`src/rtl/snapshot_restore_ctrl.sv`:
```
// Restore sequencer: walks N_REGS snapshot entries, fetching each bit pair and
// loading it into the matching DFFx, with abort and async reset handling.
module snapshot_restore_ctrl #(
    parameter int N_REGS = 16,
    parameter int IDX_W  = 4
) (
    input  logic             CK,
    input  logic             RS,
    input  logic             start,
    input  logic             abort,
    output logic             rd_en,
    output logic [IDX_W-1:0] rd_addr,
    input  logic             rd_data,
    input  logic             rd_valid,
    output logic             ld,
    output logic [IDX_W-1:0] sel,
    output logic             rD,
    output logic             rV,
    output logic             busy,
    output logic             done,
    output logic             aborted
);

    typedef enum logic [2:0] {
        IDLE    = 3'd0,
        FETCH   = 3'd1,
        LOAD    = 3'd2,
        DONE    = 3'd3,
        ABORTED = 3'd4
    } state_t;

    localparam logic [IDX_W-1:0] LAST_IDX = IDX_W'(N_REGS - 1);

    state_t           r_state;
    state_t           w_state_nxt;
    logic [IDX_W-1:0] r_idx;
    logic [IDX_W-1:0] w_idx_nxt;

    always_ff @(posedge CK or posedge RS) begin
        if (RS) begin
            r_state <= IDLE;
            r_idx   <= '0;
        end else begin
            r_state <= w_state_nxt;
            r_idx   <= w_idx_nxt;
        end
    end

    // idx is only advanced out of a non-final LOAD, so it can never pass LAST_IDX
    always_comb begin
        w_state_nxt = r_state;
        w_idx_nxt   = r_idx;
        case (r_state)
            IDLE: begin
                w_idx_nxt = '0;
                if (start && !abort) w_state_nxt = FETCH;
            end
            FETCH: begin
                w_state_nxt = abort ? ABORTED : LOAD;
            end
            LOAD: begin
                if (abort) begin
                    w_state_nxt = ABORTED;
                end else if (r_idx == LAST_IDX) begin
                    w_state_nxt = DONE;
                end else begin
                    w_state_nxt = FETCH;
                    w_idx_nxt   = r_idx + 1'b1;
                end
            end
            DONE: begin
                w_state_nxt = IDLE;
                w_idx_nxt   = '0;
            end
            ABORTED: begin
                w_state_nxt = IDLE;
                w_idx_nxt   = '0;
            end
            default: begin
                w_state_nxt = IDLE;
                w_idx_nxt   = '0;
            end
        endcase
    end

    // Outputs decode straight from state so an async reset clears them at once
    always_comb begin
        rd_en   = 1'b0;
        rd_addr = '0;
        ld      = 1'b0;
        sel     = '0;
        rD      = 1'b0;
        rV      = 1'b0;
        busy    = 1'b0;
        done    = 1'b0;
        aborted = 1'b0;
        case (r_state)
            FETCH: begin
                rd_en   = 1'b1;
                rd_addr = r_idx;
                busy    = 1'b1;
            end
            LOAD: begin
                ld   = !abort;
                sel  = r_idx;
                rD   = rd_data;
                rV   = rd_valid;
                busy = 1'b1;
            end
            DONE:    done    = 1'b1;
            ABORTED: aborted = 1'b1;
            default: ;
        endcase
    end

endmodule

```
`config.mk`:
```
export PLATFORM = sky130hd
export DESIGN_NAME = snapshot_restore_ctrl
export DESIGN_NICKNAME = d
export VERILOG_FILES = /design/src/rtl/snapshot_restore_ctrl.sv
export SDC_FILE = /design/constraint.sdc
export NUM_CORES = 1
export LEC_CHECK = 0
export CAP_MARGIN = 25
export CORE_AREA = 5 5 43 45
export DETAILED_ROUTE_END_ITERATION = 10
export DIE_AREA = 0 0 48 50
export GPL_ROUTABILITY_DRIVEN = 0
export GPL_TIMING_DRIVEN = 0
export PLACE_DENSITY = 0.68
export SETUP_SLACK_MARGIN = 0.02
export SLEW_MARGIN = 20
export SYNTH_ARGS = -nofsm -noshare
export SYNTH_HDL_FRONTEND = slang
export SYNTH_SLANG_ARGS = --single-unit
export TNS_END_PERCENT = 30
```
`constraint.sdc`:
```
create_clock -name CK -period 1.55 [get_ports CK]
set_clock_uncertainty 0.15 [all_clocks]
set_input_delay 0.2325 -clock CK [delete_from_list [all_inputs] [get_ports CK]]
set_output_delay 0.2325 -clock CK [all_outputs]
set_load 0.02 [all_outputs]
```
==> Word-level counts from Yosys, hierarchy flattened <==
Index checks and enable logic that the tools add are counted.
{ "classes": {"n_eq_ne": 8, "bitwise_logic": 1, "muxes": 17, "add_sub_neg": 1, "reduce_logical": 5} }
{ "ops": {"columns": ["operator", "count"], "rows": [
  ["2-to-1 mux 4 bit", 4],
  ["2-to-1 mux 3 bit", 3],
  ["one-hot mux 3 bit (3 select lines)", 1],
  ["one-hot mux 4 bit (2 select lines)", 1],
  ["2-to-1 mux 1 bit", 7],
  ["== test 3 x 2 -> 1 bit (second input constant)", 2],
  ["!= test 2 bit (second input constant)", 3],
  ["adder 4 x 1 -> 4 bit (second input constant)", 1],
  ["== test 4 bit (second input constant)", 1],
  ["== test 3 x 1 -> 1 bit (second input constant)", 1],
  ["== test 3 bit (second input constant)", 1],
  ["zero test 3 bit", 1],
  ["AND reduction 3 bit", 1],
  ["2-to-1 mux 2 bit", 1],
  ["OR reduction 2 bit", 1],
  ["logical AND 1 bit", 1],
  ["zero test 1 bit", 1],
  ["NOT 1 bit", 1]
]} }
{ "word_totals": {"out_inout_bits": 15, "ff_bits": 7, "elab_cells": 34} }

==> Longest topological paths before layout <==
Gate-level depths: netlist (run 1).
{ "logic_depth": {"word_depth": 4, "depth_mapped": 5, "mapped_depth_nobuf": 4} }

==> Least setup slack after synthesis (run 1) <==
No wires, ideal clock.
{ "synth_timing": {"path_kind": "reg-to-output", "start": "register r_state[2]", "end": "output port rd_addr[0]", "stages_incl_launch_ff": 5, "t_required_ns": 1.167, "t_arrival_ns": 1.287, "slack_ns": -0.119, "cell_sequence": "dfrtp_1 or3b_1 buf_2 inv_2 and2_1"} }
{ "synth_between": {"elab_chain_len": 2} }
{ "synth_rtl": {"columns": ["element", "line_no", "text"], "rows": [
  ["start, declared", "34", "state_t r_state;"],
  ["start signal, assigned", "44", "r_state <= w_state_nxt;"],
  ["== test 3 x 1 -> 1 bit", "97", "case (r_state)"],
  ["2-to-1 mux 4 bit", "97", null],
  ["end, declared", "12", "output logic [IDX_W-1:0] rd_addr,"]
]} }
Every way passes these cells.

==> Worst setup path in the final report (run 1) <==
{ "layout_timing": {"start": "register r_state[2]", "end": "output port rd_addr[2]"} }
The elaborated chain is that of the path after synthesis.

==> results.md, run 1 <==
- Status: finished with violations
- Failing checks: negative setup slack
- Post-DR vias/cell: 4.925
- Overall Power: 0.0005147 W
- Part of the power in registers: 38.6%
- Net switching power: 0.0001430 W
- Router iterations before antenna repair: 4
- Slew Limit Fails: 0
- Crit-path cells: or3b_4 -> inv_4 -> and2_4 -> buf_6
- Hold Fails Final Rpt: 0
- Crit Path Max Fanout: 5
- Worst slew pin tran: 0.3692 ns
- Final Cycle Share: 118.6%
- CP Capture Type: output port
- Synth top area cells: dfrtp_1 38%, and2_1 11%, nor2_1 4.9%
- Top-area cell type share of the netlist area: 38.36%
- Vias: roughly 530
- DIE AREA: 2400 um^2
- RSZ-0062 raised after global routing: yes
- Yosys reg bits: 7
- CP max stage delay: 0.45 ns
- Fmax: 543.9 MHz
- Slowest-stage cell, CP: or3b_4
- Reg clk slew, reported paths: roughly 0.05 ns
- PwrDens: ~570 nW/um^2
- Area leader, netlist: dfrtp_1
- Syn Inst Count: 52
- # rows: 14
- Port bufs: 20
- Syn. warnings: 0
- Synthesis-to-finish area growth: 98.90%
- Initial Util: 31.79%
- Drt initial violations: 9
- Clock power frac: 31.5%
- CTS root buffer: clkbuf_4
- R2R setup slack: -0.12 ns
- Core area: 1436 um^2
- Total track usage: 12.37%
- WP data arrival: 1.46 ns
- Overflow after GRT: 0
- Global-route wire length before repair: 2145 um
- Vias in the first global route: 514
- Worst hold path class: input port to asynchronous set/reset pin
- Clock latency on the worst-skew pair: 0.25 ns
- Dpl hpwl: between 800 and 900 um
- Worst rel slew slack: 75.31%
- Max_cap viols: 0
- Drt drc: 0
- Ant diodes: 0
- Worst path bufs/invs: 2
- Mapped Nets: 59
- Drt total wl: 1415 um
- R2R Path Start: r_state[0]$_DFFE_PP0P_
- WP data required: roughly 1.2 ns
- # hold bufs at CTS: 0
- Most frequent cells in the layout: 18 x buf_4, 14 x buf_6, 6 x and2_4, 5 x clkdlybuf4s50_1, 4 x dfrtp_1
- Final #Nets: 99
- P_int: 0.0003718 W
- Synth Cell Area: ~460 um^2
- Clock Tree Buf Depth: 2
- Seq/Total Area, Yosys: 38.36%
- R2r worst-path depth: 5
- Post-Place Cell Area: 689.4 um^2
- CTS tree: built
- Initial antenna violation count: 0
- Crit path setup slack, layout: -0.2886 ns
- Startpoint types: flip-flop
- Fin crit period: 1.839 ns
- Family with the most delay on the worst path: simple AND/OR/NAND/NOR gates
- Leak: 0.4299 nW
- Logic gate share of total power: 29.8%
- Largest net degree at the start of global routing: 9
- Design area: 908.4 um^2
- Dpl ws: -0.6583 ns
- Fraction of layout cells with a size suffix above 1: 61.54%
- Post-layout util: 63.24%
- Die Y: 50 um
- Critical path class: flip-flop to output port
- Post-synth cell types: 25
- Synthesized area per cell: 8.782 um^2
- Clk sinks: 7
- Die width: approximately 48 um
- IO Count: 21
- Max IR drop VDD: 0.3416 mV
- Reg-to-reg endpoint: r_idx[1]$_DFFE_PP0P_
- WL per Instance: 13.22 um
- CTS HTree Levels: 1
- Final Setup Violations: 17
- Most common cell after layout, fill and taps aside: buf_4
- Final ANT Viol Nets: 0
- Net Sw Frac: about 28%
- CTS Buf Count: 3
## logic make-up after synthesis
kind of cell	Yosys count	synth area share, %
DFF	7	38.36
and+or+nand+nor	27	36.99
AOI/OAI and AO/OA	10	13.97
buffers and inverters	6	5.479
muxes	1	2.466
adders and majority gates	1	2.739
## per-layer routing
| layer | GRT usage [%] | vias up | wire, um |
|---|---|---|---|
| met4 | 8.969 | 0 | 21 |
| met3 | 1.455 | 4 | 100 |
| met5 | 0 | - | 0 |
| met2 | 20.48 | 19 | 730 |
| li1 | - | 260 | - |
| met1 | 13.50 | 244 | 563 |
## state kept, by name (all words and copies together), names as in the netlist
name     cells
r_idx        4
r_state      3
## worst max-delay path by stage
stage,startpoint,cells past startpoint,endpoint,slack (ns)
after floorplan,r_state[2]$_DFFE_PP0P_,3,ld,-0.04
after global placement,r_state[2]$_DFFE_PP0P_,3,sel[1],-0.64
after detailed placement,r_state[2]$_DFFE_PP0P_,3,sel[2],-0.66
after CTS,r_state[2]$_DFFE_PP0P_,5,rd_addr[2],-0.33
after global routing,r_state[2]$_DFFE_PP0P_,5,rV,-0.37
final,r_state[2]$_DFFE_PP0P_,4,rd_addr[2],-0.29
## Yosys cell counts
cell	instances
nand3b_1	1
or4bb_1	1
a21boi_1	1
mux2_1	1
nor2_1	6
buf_2	2
nor3b_1	2
nor4_1	1
nand2_1	2
a211oi_1	1
a22o_1	1
and3_1	1
nor3_2	1
nand2b_1	1
or3b_1	2
a31oi_1	2
o31ai_1	1
inv_1	3
and2_1	8
ha_1	1
dfrtp_1	7
o21ai_1	2
inv_2	1
a21oi_1	2
nand4b_1	1
## metrics by stage
stage / instances / hold slack (ns) / TNS, ns
after floorplan: 52 / -0.1141 / -0.1888
after global routing: 107 / 0.07178 / -4.928
after CTS: 102 / 0.06139 / -2.881
final: 107 / 0.05994 / -3.796
after global placement: 88 / 0.3259 / -7.978
after detailed placement: 88 / 0.3303 / -8.296
## layout make-up
class	instances	area, um^2
clock buffers	4	26.28
inverters	4	17.52
well taps	16	20.02
multi-input cells	39	322.8
plain buffers	1	11.26
fillers	120	528.0
flip-flops and latches	7	178.9
repair buffers	36	331.6
## what timing repair did
action	CTS	global route
cloned	0	0
pin swaps	5	4
setup buffers	10	6
gates resized for setup	97	14
setup endpoints to repair	19	21
## power groups by stage
stage | Sequential (W) | Clock, W | Combinational (W)
floorplan | 0.000200 | 0 | 0.0000510
global placement | 0.000202 | 0 | 0.0000909
detailed placement | 0.000203 | 0 | 0.0000925
CTS | 0.000199 | 0.000170 | 0.000130
global route | 0.000200 | 0.000183 | 0.000166
finish | 0.000199 | 0.000162 | 0.000154
Power figures use the tool's default switching activity.
==> run 2: changes to the inputs <==
HOLD_SLACK_MARGIN = 0.12   (was unset)
==> results.md, run 2 (synthesized netlist as in run 1, its figures left out) <==
- CTS root buffer: clkbuf_4
- CTS Buf Count: 3 (unchanged)
- Most frequent cells in the layout: 18 x buf_4, 14 x buf_6, 6 x and2_4, 5 x clkdlybuf4s50_1, 4 x dfrtp_1
- Vias: 530 (+0.57%)
- Post-layout util: 63.94% (+0.70 points)
- CP Capture Type: output port
- CP max stage delay: 0.45 ns (about the same)
- Slew Limit Fails: 0 (unchanged)
- Vias in the first global route: 513 (-0.19%)
- Slowest-stage cell, CP: or3b_4
- DIE AREA: 2400 um^2 (unchanged)
- Fin crit period: 1.839 ns (-0.00005900 ns)
- Port bufs: 20 (unchanged)
- Final ANT Viol Nets: 0 (unchanged)
- Fmax: 543.9 MHz (about the same)
- TNS Setup: -3.793 ns (+0.003390 ns)
- Global-route wire length before repair: 2145 um (unchanged)
- Fraction of layout cells with a size suffix above 1: 60.87% (-0.67 points)
- Crit Path Max Fanout: 5 (unchanged)
- Hold Fails Final Rpt: 0 (unchanged)
- WL per Instance: 13.12 um (-0.79%)
- CTS tree: built
- Max reg flops: 4 (unchanged)
- Die width: 48 um (unchanged)
- Drt total wl: 1417 um (+0.14%)
- Overall Power: 0.0005168 W (+0.40%)
- Crit path setup slack, layout: -0.2886 ns (+0.00005900 ns)
- Final Cycle Share: 118.6% (about the same)
- Post-DR vias/cell: 4.907 (-0.36%)
- Largest net degree at the start of global routing: 9 (unchanged)
- Biggest regs: r_idx x4, r_state x3
- Clock Tree Buf Depth: 2 (unchanged)
- Post-Place Cell Area: 689.4 um^2 (unchanged)
- Final Setup Violations: 17 (unchanged)
- Ant diodes: 0 (unchanged)
- Drt initial violations: 9 (unchanged)
- Router iterations before antenna repair: 4 (unchanged)
- Max_cap viols: 0 (unchanged)
- Worst rel slew slack: 75.38% (about the same)
- Final #Nets: 100 (+1.0%)
- WP data arrival: 1.46 ns (about the same)
- RSZ-0062 raised after global routing: yes
- Clk sinks: 7 (unchanged)
- Drt drc: 0 (unchanged)
- Fill cells: 116 (-3.3%)
- Max IR drop VDD: 0.3416 mV (about the same)
- Leak: 0.4341 nW (+0.97%)
- Dpl hpwl: 881.5 um (unchanged)
- Critical path class: flip-flop to output port
- Worst hold path class: flip-flop to flip-flop
- # rows: 14 (unchanged)
- Synthesis-to-finish area growth: 101.1%
- Largest Register: r_idx
- Die Y: 50 um (unchanged)
- Crit-path cells: or3b_4 -> inv_4 -> and2_4 -> buf_6
- Startpoint types: flip-flop
- Core area: 1436 um^2 (unchanged)
- Most common cell after layout, fill and taps aside: buf_4
- Dpl ws: -0.6583 ns (unchanged)
- Initial antenna violation count: 0 (unchanged)
- Failing checks: negative setup slack
- Design area: 918.4 um^2 (+1.1%)
- IO Count: 21 (unchanged)
- WP data required: 1.17 ns (about the same)
- Worst slew pin tran: 0.3682 ns (-0.001014 ns)
- PwrDens: 562.7 nW/um^2 (-0.69%)
- CTS HTree Levels: 1 (unchanged)
- Reg clk slew, reported paths: 0.05 ns (about the same)
- Clock latency on the worst-skew pair: 0.25 ns (about the same)
- Overflow after GRT: 0 (unchanged)
- Initial Util: 31.79% (unchanged)
- Status: finished with violations
- Total track usage: 12.37% (unchanged)
## run 2: timing repair
item,4_1_cts,5_1_grt
hold endpoints to repair,7,0
setup buffers,10,6
hold buffers,1,0
resized for setup,97,14
pin swaps,5,4
endpoints found under the setup margin,19,21
## run 2: per-stage QoR
stage          cells  hold slack [ns]
6_report         108           0.4223
5_1_grt          108           0.4340
4_1_cts          103           0.4244
3_5_place_dp      88           0.3303
3_3_place_gp      88           0.3259
2_1_floorplan     52          -0.1141
## run 2: path summary, 6_finish.rpt
kind                                         from                   end  slack (ns)  depth (start not counted)
min in group asynchronous                      RS  r_idx[3]$_DFFE_PP0P_        0.62                          3
max in group asynchronous                      RS  r_idx[1]$_DFFE_PP0P_        0.39                          3
max reg2reg                r_state[0]$_DFFE_PP0P_  r_idx[1]$_DFFE_PP0P_       -0.12                          5
min reg2reg                  r_idx[1]$_DFFE_PP0P_  r_idx[1]$_DFFE_PP0P_        0.42                          1
max                        r_state[2]$_DFFE_PP0P_            rd_addr[2]       -0.29                          4
min                          r_idx[1]$_DFFE_PP0P_  r_idx[1]$_DFFE_PP0P_        0.42                          1
## run 2: area by class of cell
class	instances	area, um^2	share of cell area, %
buffer	1	11.26	1.226
timing repair buffer	37	341.6	37.19
tap	16	20.02	2.180
multi-input combinational	39	322.8	35.15
inverter	4	17.52	1.907
sequential	7	178.9	19.48
clock buffer	4	26.28	2.861
## run 2: worst max-delay path: cells and delay by family, from the launching register on
family / cells / cell delay (ns)
flops: 1 / 0.43
simple gates: 2 / 0.59
buf+inv: 2 / 0.20
## run 2: routing by layer
layer	GRT usage [%]	part of all wire [%]	vias up	wire, um
met5	0	0	-	0
met4	8.969	1.5	0	21
met3	1.455	7.4	4	105
met2	20.26	51	21	728
met1	13.72	40	243	562
li1	-	-	262	-
## run 2: where the power goes
group	internal, W	total (W)	switching, W
logic	0.0000852	0.000156	0.0000704
registers	0.000190	0.000199	0.00000879
clock network	0.0000981	0.000162	0.0000642
total	0.000373	0.000517	0.000143
==> run 3: changes to the inputs <==
CORE_AREA = 2 2 40 42   (was 5 5 43 45)
DIE_AREA = 0 0 42 44   (was 0 0 48 50)
==> results.md, run 3 (synthesized netlist as in run 1, its figures left out) <==
- # rows: 14 (unchanged)
- Final Setup Violations: 17 (unchanged)
- Hold path depth: 3 (+2)
- Initial Util: 32.19% (+0.39 points)
- Vias: 536 (+1.1%)
- Hold WS: 0.2838 ns (-0.1385 ns)
- Worst slew pin tran: 0.4009 ns (+0.03273 ns)
- Part of the power in registers: 39.4% (+0.9 points)
- Total track usage: 16.36% (+4.0 points)
- Largest Register: r_idx
- Logic gate share of total power: 29.9% (-0.2 points)
- Fill cells: 113 (-2.6%)
- Synthesis-to-finish area growth: 106.0%
- Reg area: 178.9 um^2 (unchanged)
- Max IR drop VDD: 0.4178 mV (+22%)
- Most common cell after layout, fill and taps aside: buf_6
- Final ANT Viol Nets: 0 (unchanged)
- Worst hold path class: input port to flip-flop
- Multi-input logic area: 326.6 um^2 (+1.2%)
- Clock Tree Buf Depth: 2 (unchanged)
- Crit Path Max Fanout: 5 (unchanged)
- Drt initial violations: 8 (-1)
- Startpoint types: flip-flop
- PwrDens: 545.0 nW/um^2 (-3.1%)
- Leak: 0.4547 nW (+4.7%)
- Slew Limit Fails: 0 (unchanged)
- Router iterations before antenna repair: 3 (-1)
- Clock latency on the worst-skew pair: 0.24 ns (about the same)
- Global-route wire length before repair: 2201 um (+2.6%)
- Dpl hpwl: 788.7 um (-11%)
- Port bufs: 20 (unchanged)
- Die width: 42 um (-13%)
- Fraction of layout cells with a size suffix above 1: 62.37% (+1.5 points)
- Failing checks: negative setup slack
- Net Sw Frac: 27.14% (-0.61 points)
- Post-Place Cell Area: 689.4 um^2 (unchanged)
- Fin crit period: 1.853 ns (+0.01396 ns)
- Largest net degree at the start of global routing: 9 (unchanged)
- WL per Instance: 13.22 um (+0.76%)
- Worst setup path start: r_state[2]$_DFFE_PP0P_
- Max reg flops: 4 (unchanged)
- Core area: 1419 um^2 (-1.2%)
- Critical path class: flip-flop to output port
- R2r worst-path depth: 6 (+1)
- CTS HTree Levels: 1 (unchanged)
- IO Count: 21 (unchanged)
- Final Cycle Share: 119.5% (+0.90 points)
- CTS tree: built
- Status: finished with violations
- CTS Buf Count: 3 (unchanged)
- Fmax: 539.8 MHz (-0.75%)
- Ant diodes: 0 (unchanged)
- Hold Fails Final Rpt: 0 (unchanged)
- Net switching power: 0.0001392 W (-2.9%)
- R2R Path Start: r_state[1]$_DFFE_PP0P_
- Clock power frac: 30.7% (-0.7 points)
- CP Capture Type: output port
- Max_cap viols: 0 (unchanged)
- Final #Nets: 101 (+1.0%)
- Worst rel slew slack: 73.23% (-2.1 points)
- Vias in the first global route: 518 (+0.97%)
- Crit path setup slack, layout: -0.3025 ns (-0.01396 ns)
- Initial antenna violation count: 0 (unchanged)
- Drt total wl: 1441 um (+1.7%)
- Most frequent cells in the layout: 17 x buf_6, 15 x buf_4, 6 x and2_4, 4 x clkdlybuf4s50_1, 4 x dfrtp_1
- Drt drc: 0 (unchanged)
- WP data arrival: 1.47 ns (about the same)
- Clk sinks: 7 (unchanged)
- Reg clk slew, reported paths: 0.05 ns (about the same)
- CTS root buffer: clkbuf_4
- RSZ-0062 raised after global routing: yes
- WP data required: 1.17 ns (about the same)
- Biggest regs: r_idx x4, r_state x3
- Die Y: 44 um (-12%)
- Post-DR vias/cell: 4.917 (+0.20%)
- DIE AREA: 1848 um^2 (-23%)
- Overflow after GRT: 0 (unchanged)
- Hold_sp: abort
- Design area: 940.9 um^2 (+2.5%)
- P_int: 0.0003736 W (about the same)
[run 3: cell types whose count changed in the layout (fill, tap and decap cells not counted), sizes merged]
cell           delta
dlymetal6s2s      +1
buf               +1
clkdlybuf4s50     -1
[run 3: per-layer routing]
layer | up-vias | share of wire [%] | global-route usage [%]
met3 | 6 | 4.3 | 3.333
met5 | - | 0 | 0
met1 | 249 | 38 | 13.95
met2 | 18 | 55 | 31.56
met4 | 0 | 3.3 | 14.84
li1 | 263 | - | -
[run 3: stage by stage]
step	setup TNS (ns)	std cells	total power [W]	util, %	setup WS [ns]
2_1_floorplan	-0.1888	52	0.0002511	-	-0.03975
3_3_place_gp	-8.190	88	0.0002935	48.59	-0.6774
3_5_place_dp	-8.379	88	0.0002941	48.59	-0.6954
4_1_cts	-3.342	107	0.0005029	61.29	-0.3414
5_1_grt	-4.705	109	0.0005428	66.31	-0.3588
6_report	-3.584	109	0.0005128	66.31	-0.3025
[run 3: final timing paths]
path / end / slack (ns)
max: rd_addr[0] / -0.30
min: r_state[2]$_DFFE_PP0P_ / 0.28
max reg2reg: r_idx[0]$_DFFE_PP0P_ / -0.12
min reg2reg: r_idx[0]$_DFFE_PP0P_ / 0.46
max in group asynchronous: r_state[0]$_DFFE_PP0P_ / 0.43
min in group asynchronous: r_idx[3]$_DFFE_PP0P_ / 0.61
[run 3: cell type report]
type	count	area share, %
tap	16	2.128
sequential	7	19.02
timing repair buffer	38	38.30
multi-input combinational	39	34.71
inverter	4	1.862
buffer	1	1.197
clock buffer	4	2.793
[run 3: worst max-delay path, stage by stage (launching register included)]
cell	delay (ns)
dfrtp_2	0.44
or3b_4	0.45
inv_4	0.09
and2_4	0.14
buf_6	0.11
[run 3: what timing repair did]
item,4_1_cts,5_1_grt
endpoints found under the setup margin,17,20
setup buffers,14,3
pin swaps,3,3
hold endpoints to repair,7,0
hold buffers,1,0
resized for setup,98,17
[run 3: power by group through the flow]
stage / clock network [W] / registers (W) / logic, W
detailed placement: 0 / 0.000202 / 0.0000918
global route: 0.000175 / 0.000203 / 0.000165
CTS: 0.000166 / 0.000200 / 0.000137
floorplan: 0 / 0.000200 / 0.0000510
finish: 0.000157 / 0.000202 / 0.000153
global placement: 0 / 0.000202 / 0.0000913
